**src/rtl/uart_rx_fifo.sv**
```systemverilog
// 8N1 UART receiver with a small show-ahead FIFO of received bytes.
// Sticky overrun/framing flags; synchronous active-high reset.
module uart_rx_fifo #(
  parameter int CLKS_PER_BIT = 217,
  parameter int FIFO_DEPTH   = 4
) (
  input  logic       i_Clock,
  input  logic       i_Rst,
  input  logic       i_RX_Serial,
  input  logic       i_RD_En,
  input  logic       i_Clr_Err,
  output logic [7:0] o_RX_Byte,
  output logic       o_Empty,
  output logic       o_Full,
  output logic       o_Overrun,
  output logic       o_Frame_Err,
  output logic       o_RX_Active
);

  localparam int CNT_W = $clog2(CLKS_PER_BIT);
  localparam int PTR_W = $clog2(FIFO_DEPTH);
  localparam logic [CNT_W-1:0] CNT_LAST = CNT_W'(CLKS_PER_BIT - 1);
  localparam logic [CNT_W-1:0] CNT_HALF = CNT_W'((CLKS_PER_BIT - 1) / 2);
  localparam logic [PTR_W:0]   FULL_CNT = FIFO_DEPTH[PTR_W:0];

  typedef enum logic [2:0] {
    IDLE,
    START,
    DATA,
    STOP,
    BREAK_WAIT
  } state_t;

  state_t           state;
  logic             rx_meta;
  logic             rx_s;
  logic [CNT_W-1:0] cnt;
  logic [2:0]       bit_idx;
  logic [7:0]       shift;

  logic             push;
  logic             pop;
  logic             wr_en;
  logic [PTR_W-1:0] wr_ptr;
  logic [PTR_W-1:0] rd_ptr;
  logic [PTR_W:0]   count;
  logic [7:0]       mem [FIFO_DEPTH];

  // A good stop bit is seen on the last clock of the stop bit period.
  always_comb begin
    // NOTE: every signal driven here gets a value on every path, so no latch is inferred.
    push = 1'b0;
    if (state == STOP && cnt == CNT_LAST && rx_s) push = 1'b1;
  end

  assign o_Empty = (count == '0);
  assign o_Full  = (count == FULL_CNT);
  assign pop     = i_RD_En && !o_Empty;
  // When full, a simultaneous pop frees the slot the write lands in.
  assign wr_en   = push && (!o_Full || pop) && !i_Rst;
  assign o_RX_Byte = o_Empty ? 8'h00 : mem[rd_ptr];

  always_ff @(posedge i_Clock) begin
    // NOTE: all sequential state uses non-blocking assignments so every flop samples pre-edge values.
    if (i_Rst) begin
      rx_meta     <= 1'b1;
      rx_s        <= 1'b1;
      state       <= IDLE;
      cnt         <= '0;
      bit_idx     <= '0;
      shift       <= '0;
      o_Frame_Err <= 1'b0;
      o_RX_Active <= 1'b0;
    end else begin
      rx_meta <= i_RX_Serial;
      rx_s    <= rx_meta;
      if (i_Clr_Err) o_Frame_Err <= 1'b0;
      case (state)
        IDLE: begin
          cnt <= '0;
          if (!rx_s) begin
            state       <= START;
            o_RX_Active <= 1'b1;
          end
        end
        START: begin
          if (cnt == CNT_HALF) begin
            cnt <= '0;
            if (!rx_s) begin
              state   <= DATA;
              bit_idx <= '0;
            end else begin
              state       <= IDLE;
              o_RX_Active <= 1'b0;
            end
          end else begin
            cnt <= cnt + 1'b1;
          end
        end
        DATA: begin
          if (cnt == CNT_LAST) begin
            cnt            <= '0;
            shift[bit_idx] <= rx_s;
            if (bit_idx == 3'd7) state <= STOP;
            else                 bit_idx <= bit_idx + 3'd1;
          end else begin
            cnt <= cnt + 1'b1;
          end
        end
        STOP: begin
          if (cnt == CNT_LAST) begin
            cnt <= '0;
            if (rx_s) begin
              state       <= IDLE;
              o_RX_Active <= 1'b0;
            end else begin
              state       <= BREAK_WAIT;
              o_Frame_Err <= 1'b1;
            end
          end else begin
            cnt <= cnt + 1'b1;
          end
        end
        BREAK_WAIT: begin
          cnt <= '0;
          if (rx_s) begin
            state       <= IDLE;
            o_RX_Active <= 1'b0;
          end
        end
        default: begin
          state       <= IDLE;
          cnt         <= '0;
          o_RX_Active <= 1'b0;
        end
      endcase
    end
  end

  // NOTE: the byte storage has no reset; the pointers and count alone define what is valid.
  always_ff @(posedge i_Clock) begin
    if (wr_en) mem[wr_ptr] <= shift;
  end

  always_ff @(posedge i_Clock) begin
    if (i_Rst) begin
      wr_ptr    <= '0;
      rd_ptr    <= '0;
      count     <= '0;
      o_Overrun <= 1'b0;
    end else begin
      if (i_Clr_Err) o_Overrun <= 1'b0;
      if (push && o_Full && !pop) o_Overrun <= 1'b1;
      if (wr_en) wr_ptr <= wr_ptr + 1'b1;
      if (pop)   rd_ptr <= rd_ptr + 1'b1;
      case ({wr_en, pop})
        2'b10:   count <= count + 1'b1;
        2'b01:   count <= count - 1'b1;
        default: count <= count;
      endcase
    end
  end

endmodule

```
**config.mk**
```make
export PLATFORM = sky130hd
export DESIGN_NAME = uart_rx_fifo
export DESIGN_NICKNAME = d
export VERILOG_FILES = /design/src/rtl/uart_rx_fifo.sv
export SDC_FILE = /design/constraint.sdc
export NUM_CORES = 1
export LEC_CHECK = 0
export BUFFER_PORTS_ARGS = -buffer_cell sky130_fd_sc_hd__clkbuf_2
export CAP_MARGIN = 20
export CORE_UTILIZATION = 60
export DETAILED_ROUTE_END_ITERATION = 16
export GPL_ROUTABILITY_DRIVEN = 0
export PLACE_DENSITY = 0.89
export SYNTH_ARGS = -nofsm -noshare
export SYNTH_HDL_FRONTEND = slang
export SYNTH_SLANG_ARGS = --single-unit
```
**constraint.sdc**
```tcl
create_clock -name i_Clock -period 3 [get_ports i_Clock]
set_input_delay 0.9 -clock i_Clock [delete_from_list [all_inputs] [get_ports i_Clock]]
set_output_delay 0.9 -clock i_Clock [all_outputs]
set_load 0.005 [all_outputs]
```
After elaboration in Yosys (flattened, before gate mapping)
Memory sizes are Yosys's and may differ from the RTL's. A register that Yosys moved wholly into a read port is not among the register bits.
Index checks and enable logic that the tools add are counted.
{"block": "word_totals", "ff_bits": 34, "ramBits": 32, "out_inout_bits": 13, "word_cells": 101, "mem_count": 1}
{"name": "mem", "words": 4, "word_bits": 8, "read_ports": 1, "rd_clocked_by_memory_dff": 1, "wr": 1, "line_no": "47", "source": "logic [7:0] mem [FIFO_DEPTH];"}
{"block": "classes", "addsub": 6, "magnitude_cmp": 2, "n_eq_ne": 18, "mux": 38, "bitwise": 1, "n_reduce_logical": 23}
{"op": "3-bit two-way mux", "n": 11}
{"op": "8-bit two-way mux", "n": 3}
{"op": "8-bit case mux with 2 select lines", "n": 1}
{"op": "3-bit case mux with 5 select lines", "n": 1}
{"op": "1-bit two-way mux", "n": 14}
{"op": "2-bit inequality test, second input constant", "n": 7}
{"op": "3-bit case mux with 2 select lines", "n": 2}
{"op": "3-bit == test, second input constant", "n": 3}
{"op": "8-bit by 1-bit adder with 8-bit output, second input constant", "n": 1}
{"op": "8-bit bitwise mux", "n": 1}
{"op": "8-bit by 7-bit == test with 1-bit output, second input constant", "n": 1}
{"op": "8-bit == test, second input constant", "n": 1}
{"op": "1-bit logical AND", "n": 8}
{"op": "3-bit by 1-bit adder with 3-bit output, second input constant", "n": 2}
{"op": "3-bit by 2-bit == test with 1-bit output, second input constant", "n": 2}
{"op": "3-bit logical NOT", "n": 2}
{"op": "2-bit two-way mux", "n": 3}
{"op": "6-bit AND reduction", "n": 1}
{"op": "2-bit nonzero test", "n": 3}
{"op": "1-bit case mux with 5 select lines", "n": 1}
{"op": "5-bit AND reduction", "n": 1}
{"op": "2-bit by 1-bit adder with 2-bit output, second input constant", "n": 2}
{"op": "1-bit logical NOT", "n": 4}
{"op": "3-bit by 4-bit less-than comparator with 1-bit output, second input constant", "n": 1}
{"op": "other kinds (12)", "n": 12}

Logic depth before layout (Yosys ltp)
Gate-level depths: netlist of the first run.
{"block": "logic_depth", "ltp_word": 8, "mapped_depth": 12, "depth_no_buf": 12}

Worst setup path after synthesis of the first run
Ideal clock, no wire load.
{"block": "synth_timing", "path_kind": "input to register", "start": "input port i_RD_En", "end": "register count[2]", "setup_time_ps": 70, "arrival_time_ps": 2763, "path_slack_ps": 167, "cell_stages": 9, "n_path_buf": 0, "path_cell_list": "nor4b_1 nor4b_2 inv_1 ha_1 inv_1 fa_1 xor2_1 or3_1 a21oi_1"}
{"block": "synth_via", "elab_chain_len": 6}
{"element": "from (decl)", "line_no": "10", "source": "input logic i_RD_En,"}
{"element": "1-bit logical AND *", "line_no": "58", "source": "assign pop = i_RD_En && !o_Empty;"}
{"element": "1-bit logical OR", "line_no": "60", "source": "assign wr_en = push && (!o_Full || pop) && !i_Rst;"}
{"element": "1-bit logical AND (2 in a row)", "line_no": "60"}
{"element": "2-bit by 1-bit == test with 1-bit output / 2-bit == test (equally long branches)", "line_no": "156", "source": "case ({wr_en, pop})"}
{"element": "3-bit case mux with 2 select lines / 2-bit nonzero test (equally long branches)"}
{"element": "to (signal assigned)", "line_no": "157", "source": "2'b10: count <= count + 1'b1;"}
{"element": "to (signal assigned)", "line_no": "158", "source": "2'b01: count <= count - 1'b1;"}
{"element": "to (signal assigned)", "line_no": "159", "source": "default: count <= count;"}
{"element": "to (decl)", "line_no": "46", "source": "logic [PTR_W:0] count;"}
Mark *: on every way between the ends. The rest lies on a longest branch, timed or not.
A chain may end at the register's enable or synchronous reset.

==> results of run 1 <==
## layout by cell type (no fill, tap or decap), types with 5 or more instances in the layout
master,Yosys,routed
nand4_1,5,5
nand2_1,20,20
dfxtp_1,36,36
edfxtp_1,32,32
ha_1,9,9
xnor2_1,7,7
nor3_1,5,5
and2_1,6,6
mux2i_1,9,9
a21oi_1,7,7
buf_4,2,6
clkbuf_8,0,10
clkbuf_2,1,17
inv_1,13,13
xor2_1,5,5
nor2_1,26,26
mux4_2,8,8
nor2b_1,12,12
nand3_1,6,6
## metrics by stage
stage          area, µm²  setup slack [ns]  cells  hold slack (ns)
2_1_floorplan       3010            0.1668    256           0.3895
3_3_place_gp        3169            0.2447    336           0.3943
3_5_place_dp        3169           0.09476    336           0.4109
4_1_cts             3333            0.1965    352           0.4194
5_1_grt             3333            0.1538    352           0.4470
6_report            3333            0.2602    352           0.4163
## kinds of logic after synthesis
family          share of synthesized area
simple gates                       0.1791
flops                              0.5586
compound gates                    0.05902
buf+inv                           0.03449
mux                               0.08978
xor+xnor                          0.03491
fa+ha+maj                         0.04406
## worst paths after layout
kind | startpoint | to | slack, ns | cells after the start
worst max-delay path | flop | o_RX_Byte[6] | 0.26 | 3
worst min-delay path | rx_meta | rx_s | 0.42 | 1
worst max register to register | cnt[2] | count[2] | 0.50 | 10
worst min register to register | rx_meta | rx_s | 0.42 | 1
## sequential cells by signal (all words and copies together), names as in the netlist, 2 cells and up, named ones only
name,cells
bit_idx,3
cnt,8
count,3
mem,32
rd_ptr,2
shift,8
state,3
wr_ptr,2
## metal layers
metal | vias up | global-route usage | wire length (µm)
met2 | 48 | 0.3936 | 2790
met1 | 960 | 0.2755 | 2267
met3 | 14 | 0.04144 | 206
met4 | 0 | 0.1460 | 150
met5 | - | 0 | 0
li1 | 964 | - | -
## where the power goes
group	internal, W	switching [W]	leakage (nW)	total [W]
registers	0.000965	0.00000456	0.606	0.000970
clock network	0.000319	0.000312	0.0872	0.000632
logic	0.0000113	0.0000184	0.499	0.0000297
total	0.00130	0.000335	1.19	0.00163
## layout make-up
class	instances	share of cell area
multi-input combinational	165	0.3675
tap	67	0.02515
inverter	13	0.01464
clock buffer	13	0.04467
sequential	68	0.5045
timing repair buffer	23	0.03904
clock inverter	3	0.004505
==> flow_metrics.tcl, run 1 <==
set metrics [dict create \
    coreArea_mm2 0.004786 \
    hold_viol 0 \
    htree_levels 3 \
    first_pass_iters 4 \
    dp_hpwl_um 3802 \
    multiInputGateArea_mm2 0.001225 \
    slew_viol_final 0 \
    status "complete, no violations" \
    crit_slowest_cell "dfxtp_1" \
    yosysSeqAreaShare 0.5586 \
    clkTransAtPathRegs_ns 0.07 \
    synth_seq_cells 68 \
    drv_cap 0 \
    antennaDiodeCount 0 \
    grt_use_total 0.2328 \
    cts_sinks 68 \
    worst_ep_arrival_time_ns 1.84 \
    grt_remaining_overflow 0 \
    synthTopCellsByArea "edfxtp_1 32%, dfxtp_1 24%, mux4_2 6.0%, ha_1 3.7%, nor2_1 3.2%" \
    rows 25 \
    cts_resized 0 \
    powerDensity_mw_per_mm2 489.4 \
    critPathBufInv 1 \
    synth_nets 271 \
    cp-start-kind "flop" \
    crit_required_ns 2.10 \
    slew_headroom 0.4631 \
    ys_dominant_reg_cell "dfxtp_1" \
    power_w 0.001631 \
    avgViaCountPerCell 5.642 \
    max_freq_mhz 365.0 \
    syn_inst 256 \
    yosysTopAreaCell "edfxtp_1" \
    yosysTopAreaCellShare 0.3192 \
    antenna_found_initial 0 \
    syn2layout_area_growth_pct 10.72 \
    tightest_slew_ns 0.8036 \
    synth.distinct_cells 47 \
    crit_family "flip-flops" \
    criticalPathCategory "flop to output port" \
    postCtsSetupBuffers 0 \
    drtIter0Drc 97 \
    setup_violations 0 \
    endpoint_kind "output port" \
    drive_above_1_share 0.1754 \
    postLayoutCoreUtil 0.6965 \
    async_reset_ff_frac 0 \
    io_buffer_count 17 \
    drc 0 \
    wl_per_cell_um 15.38 \
    grt_setup_unrepaired "no" \
    vias 1986 \
    synth_area_mm2 0.003010 \
    crit_fanout 8 \
    regArea_mm2 0.001682 \
    cts_tree "yes" \
    ir_drop_mv 0.2613 \
    drt.antenna.violating_nets 0 \
    fin_tns_setup_ns 0 \
    yosysMostFrequentCell "dfxtp_1" \
    synth-edff-count 32 \
    numCtsBuffers 9 \
    hold_buffers 0 \
    clk_path_buf_depth 2 \
    initial_core_util 0.6290 \
    yosys-top-cells-count "36 x dfxtp_1, 32 x edfxtp_1, 26 x nor2_1" \
    clock_latency_ns 0.33 \
    crit_chain "mux4_2, nor2b_1, clkbuf_2" \
    grt_pass1_wl_um 8983 \
    io-pin-count 18 \
    min_path_type "flop to flop" \
    critPathMaxStageDelay_ns 0.66 \
    yosysWarnings 0 \
    grt_max_degree 21 \
    cts_root_buffer "clkbuf_8" \
    avgSynthCellArea_um2 11.76 \
    die_y_um 72.83 \
    period_needed_ns 2.740 \
    dieArea_mm2 0.005304 \
    nFillCells 357 \
    dieWidth_um 72.83 \
    p_leak_nw 1.192 \
    grt_pass1_vias 1940 \
    wirelength_um 5414 \
    post-route-period-util 0.9133 \
    skew_ns 0.004154 \
    fin_nets 295 \
]
No activity file was read; power rests on OpenSTA's default activity.
==> inputs of run 2 (changes only) <==
==> constraint.sdc (replaced) <==
create_clock -name i_Clock -period 3 [get_ports i_Clock]
set_input_delay 0.9 -clock i_Clock [delete_from_list [all_inputs] [get_ports i_Clock]]
set_output_delay 0.9 -clock i_Clock [all_outputs]
set_load 0.02 [all_outputs]
==> flow_metrics.tcl, run 2 (same netlist as run 1, synthesis figures left out) <==
set metrics [dict create \
    drt.antenna.violating_nets 0 \
    period_needed_ns 2.769 \
    die_y_um 72.83 \
    drtIter0Drc 98 \
    hold_path_depth 1 \
    clk_path_buf_depth 2 \
    p_comb_frac 0.017 \
    antenna_found_initial 0 \
    setup_ws_ns 0.2314 \
    place_ws_ns 0.1756 \
    wl_per_cell_um 14.49 \
    critPathMaxStageDelay_ns 0.65 \
    fin_nets 295 \
    fin_tns_setup_ns 0 \
    endpoint_kind "output port" \
    top_regs "mem x32, cnt x8, shift x8" \
    p_int_w 0.001433 \
    hold_start "rx_meta" \
    clkTransAtPathRegs_ns 0.07 \
    skew_ns 0.009229 \
    min_to "rx_s" \
    vias 1970 \
    worst_r2r_path_depth 10 \
    drv_cap 0 \
    top_register "mem" \
    crit_slowest_cell "dfxtp_1" \
    crit_required_ns 2.10 \
    rows 25 \
    mostFrequentLayoutCells "36 x dfxtp_1, 32 x edfxtp_1, 26 x nor2_1" \
    max_freq_mhz 361.2 \
    cp-start-kind "flop" \
    hold_buffers 0 \
    wirelength_um 5101 \
    grt_setup_unrepaired "no" \
    io-pin-count 18 \
    slew_headroom 0.4866 \
    drive_above_1_share 0.1754 \
    grt_pass1_vias 1918 \
    slew_viol_final 0 \
    grt_remaining_overflow 0 \
    grt_use_total 0.2184 \
    seq_power_share 0.546 \
    crit_chain "mux4_2, nor2b_1, clkbuf_2" \
    dieWidth_um 72.83 \
    r2r_start "cnt[5]" \
    drc 0 \
    largest_reg_flops 32 \
    worst_ep_arrival_time_ns 1.87 \
    r2r_slack_ns 0.52 \
    numCtsBuffers 9 \
    ir_drop_mv 0.3328 \
    layout_commonest_cell "dfxtp_1" \
    htree_levels 3 \
    criticalPathCategory "flop to output port" \
    reg2reg_to "count[2]" \
    initial_core_util 0.6290 \
    postCtsSetupBuffers 0 \
    io_buffer_count 17 \
    coreArea_mm2 0.004786 \
    grt_max_degree 21 \
    cts_resized 0 \
    dp_hpwl_um 3582 \
    setup_violations 0 \
    first_pass_iters 4 \
    powerDensity_mw_per_mm2 526.6 \
    antennaDiodeCount 0 \
    cts_root_buffer "clkbuf_8" \
    status "complete, no violations" \
    dieArea_mm2 0.005304 \
    p_leak_nw 1.210 \
    clkPwrFrac 0.437 \
    syn2layout_area_growth_pct 12.09 \
    min_path_type "flop to flop" \
    avgViaCountPerCell 5.597 \
    hold_ws_ns 0.4197 \
    tightest_slew_ns 0.7685 \
    clock_latency_ns 0.34 \
    crit_fanout 8 \
    switching_power_w 0.0003441 \
    sw_frac_of_total 0.1937 \
    cts_sinks 68 \
    cts_tree "yes" \
    grt_pass1_wl_um 8549 \
    post-route-period-util 0.9229 \
    hold_viol 0 \
]
[run 2: cell count changes in the layout (fill, tap and decap cells not counted), sizes merged]
cell	previous run	this run
bufinv	0	2
clkinv	3	5
clkbuf	30	26
[run 2: critical path, delay by kind of cell, from the launching register on]
kind	cells	cell delay (ns)
buffers and inverters	1	0.15
DFF	1	0.65
muxes	1	0.58
and+or+nand+nor	1	0.15
[run 2: per-layer routing]
metal	global-route usage	vias to the layer above	wire length, µm
li1	-	970	-
met1	0.2696	926	2314
met2	0.3572	60	2477
met3	0.03867	14	188
met4	0.1373	0	121
met5	0	-	0
[run 2: worst max path at each step]
stage / start / to / slack (ns) / cells after the start
final: flop / o_RX_Byte[2] / 0.23 / 3
after global routing: flop / o_RX_Byte[2] / 0.10 / 3
after floorplan: i_RD_En / count[2] / 0.17 / 9
after CTS: flop / o_RX_Byte[2] / 0.17 / 3
after detailed placement: i_RD_En / count[2] / 0.18 / 11
after global placement: i_RD_En / count[2] / 0.20 / 11
[run 2: power by group through the flow]
stage          Clock (W)  Sequential, W  Combinational [W]
2_1_floorplan          0       0.000989          0.0000232
3_3_place_gp           0       0.000990          0.0000300
3_5_place_dp           0       0.000990          0.0000306
4_1_cts         0.000784       0.000970          0.0000307
5_1_grt         0.000825       0.000970          0.0000341
6_report        0.000776       0.000970          0.0000305
[run 2: cell type report]
class                   instances  area, µm²
flip-flops and latches         68       1682
repair buffers                 23      130.1
inverters                      13      48.80
well taps                      67      83.83
multi-input cells             165       1225
clock inverters                 7      81.33
fillers                       329       1411
clock buffers                   9      123.9
[run 2: per-stage QoR]
stage               utilization  total power [W]  area (µm²)  std cells
floorplan                     -         0.001012        3010        256
global placement         0.6622         0.001020        3169        336
detailed placement       0.6622         0.001021        3169        336
CTS                      0.7051         0.001784        3374        352
global route             0.7051         0.001830        3374        352
finish                   0.7051         0.001777        3374        352
==> inputs of run 3 (changes only) <==
- CORE_UTILIZATION: 60 -> 54
- PLACE_DENSITY: 0.89 -> 0.85
- clock period: 3 -> 2.3 ns (I/O delays scaled with it)
==> flow_metrics.tcl, run 3 (same netlist as run 1, synthesis figures left out) <==
set metrics [dict create \
    drive_above_1_share 0.2667 \
    p_int_w 0.001784 \
    fin_area_mm2 0.003610 \
    avgViaCountPerCell 5.395 \
    hold_buffers 0 \
    drc 0 \
    top_register "mem" \
    grt_remaining_overflow 0 \
    status "finished with violations" \
    cts_root_buffer "clkbuf_8" \
    crit_fanout 8 \
    critPathMaxStageDelay_ns 0.51 \
    mostFrequentLayoutCells "33 x dfxtp_1, 32 x edfxtp_1, 26 x nor2_1" \
    violations "negative setup slack" \
    tightest_slew_ns 0.4856 \
    crit_slowest_cell "mux4_2" \
    wl_per_cell_um 15.93 \
    cts_tree "yes" \
    dieArea_mm2 0.005878 \
    drt.antenna.violating_nets 0 \
    clk_path_buf_depth 2 \
    grt_use_total 0.2119 \
    max_freq_mhz 433.6 \
    ir_drop_mv 0.2720 \
    hold_ws_ns 0.4293 \
    clkPwrFrac 0.426 \
    post-route-period-util 1.003 \
    io-pin-count 18 \
    postCtsSetupBuffers 0 \
    worst_ep_arrival_time_ns 1.62 \
    p_comb_frac 0.023 \
    setup_violations 1 \
    powerDensity_mw_per_mm2 634.4 \
    criticalPathCategory "flop to output port" \
    endpoint_kind "output port" \
    largest_reg_flops 32 \
    skew_ns 0.009582 \
    layout_commonest_cell "dfxtp_1" \
    io_buffer_count 17 \
    grt_max_degree 21 \
    fin_nets 310 \
    coreArea_mm2 0.005238 \
    r2r_start "cnt[1]" \
    crit_chain "buf_12, mux4_2, nor2b_1, buf_2" \
    placed_cell_area_mm2 0.003311 \
    antenna_found_initial 0 \
    vias 1996 \
    clkTransAtPathRegs_ns 0.08 \
    sw_frac_of_total 0.2210 \
    dp_hpwl_um 3797 \
    die_y_um 76.67 \
    top_regs "mem x32, cnt x8, shift x8" \
    htree_levels 3 \
    clock_latency_ns 0.34 \
    power_w 0.002290 \
    numCtsBuffers 9 \
    dieWidth_um 76.67 \
    crit_required_ns 1.61 \
    wirelength_um 5894 \
    hold_start "rx_meta" \
    period_needed_ns 2.306 \
    drv_cap 0 \
    antennaDiodeCount 0 \
    switching_power_w 0.0005060 \
    slew_headroom 0.6736 \
    rows 26 \
    syn2layout_area_growth_pct 19.91 \
    grt_setup_unrepaired "yes" \
    hold_viol 0 \
    first_pass_iters 4 \
    slew_viol_final 0 \
    setup_ws_ns -0.006067 \
    fin_tns_setup_ns -0.006067 \
    grt_pass1_wl_um 9535 \
    seq_power_share 0.550 \
    initial_core_util 0.5748 \
    grt_pass1_vias 2024 \
    postLayoutCoreUtil 0.6892 \
    p_leak_nw 1.311 \
    cts_sinks 68 \
    drtIter0Drc 98 \
    cp-start-kind "flop" \
    min_path_type "flop to flop" \
]
-- run 3: changes by cell type in the layout (fill, tap and decap cells not counted), moves of 3 or more --
cell / change
buf_4: +16
clkinv_1: -3
nor2b_4: +3
dfxtp_1: -3
dfxtp_2: +3
nor2b_1: -3
clkbuf_2: -6
-- run 3: final cells by class --
class,count,area (µm²)
Fill cell,347,1628
Multi-Input combinational cell,165,1305
Tap cell,70,87.58
Inverter,13,48.80
Timing Repair Buffer,38,282.8
Sequential cell,68,1685
Clock inverter,7,76.32
Clock buffer,9,123.9
-- run 3: worst paths after layout --
check                       to  slack [ns]  cells past startpoint
hold / removal            rx_s        0.43                      1
setup reg to reg      count[2]        0.16                     12
setup / recovery  o_RX_Byte[3]      -0.006                      4
hold reg to reg           rx_s        0.43                      1
-- run 3: metrics by stage --
stage | std cells | setup WS [ns]
2_1_floorplan | 256 | -0.03228
3_3_place_gp | 354 | -0.1040
3_5_place_dp | 354 | -0.1607
4_1_cts | 370 | -0.03767
5_1_grt | 370 | -0.04805
6_report | 370 | -0.006067
-- run 3: worst max-delay path, delay by kind of cell (launching register included) --
family	cells	cell delay, ns
muxes	1	0.51
DFF	1	0.34
buffers and inverters	2	0.28
and+or+nand+nor	1	0.14
-- run 3: timing repair --
action | 4_1_cts | 5_1_grt
endpoints found under the setup margin | 8 | 10
gates cloned | 0 | 0
gates resized for setup | 8 | 22
-- run 3: metal layers --
layer | vias up | global-route usage | routed length (µm)
li1 | 999 | - | -
met1 | 952 | 0.2593 | 2591
met2 | 33 | 0.3563 | 3043
met3 | 12 | 0.04524 | 157
met4 | 0 | 0.1000 | 101
met5 | - | 0 | 0
-- run 3: power groups by stage --
stage | clock network [W] | registers [W] | logic [W]
after floorplan | 0 | 0.00129 | 0.0000307
after global placement | 0 | 0.00129 | 0.0000501
after detailed placement | 0 | 0.00129 | 0.0000520
after CTS | 0.000978 | 0.00126 | 0.0000524
after global routing | 0.00103 | 0.00126 | 0.0000595
final | 0.000976 | 0.00126 | 0.0000536
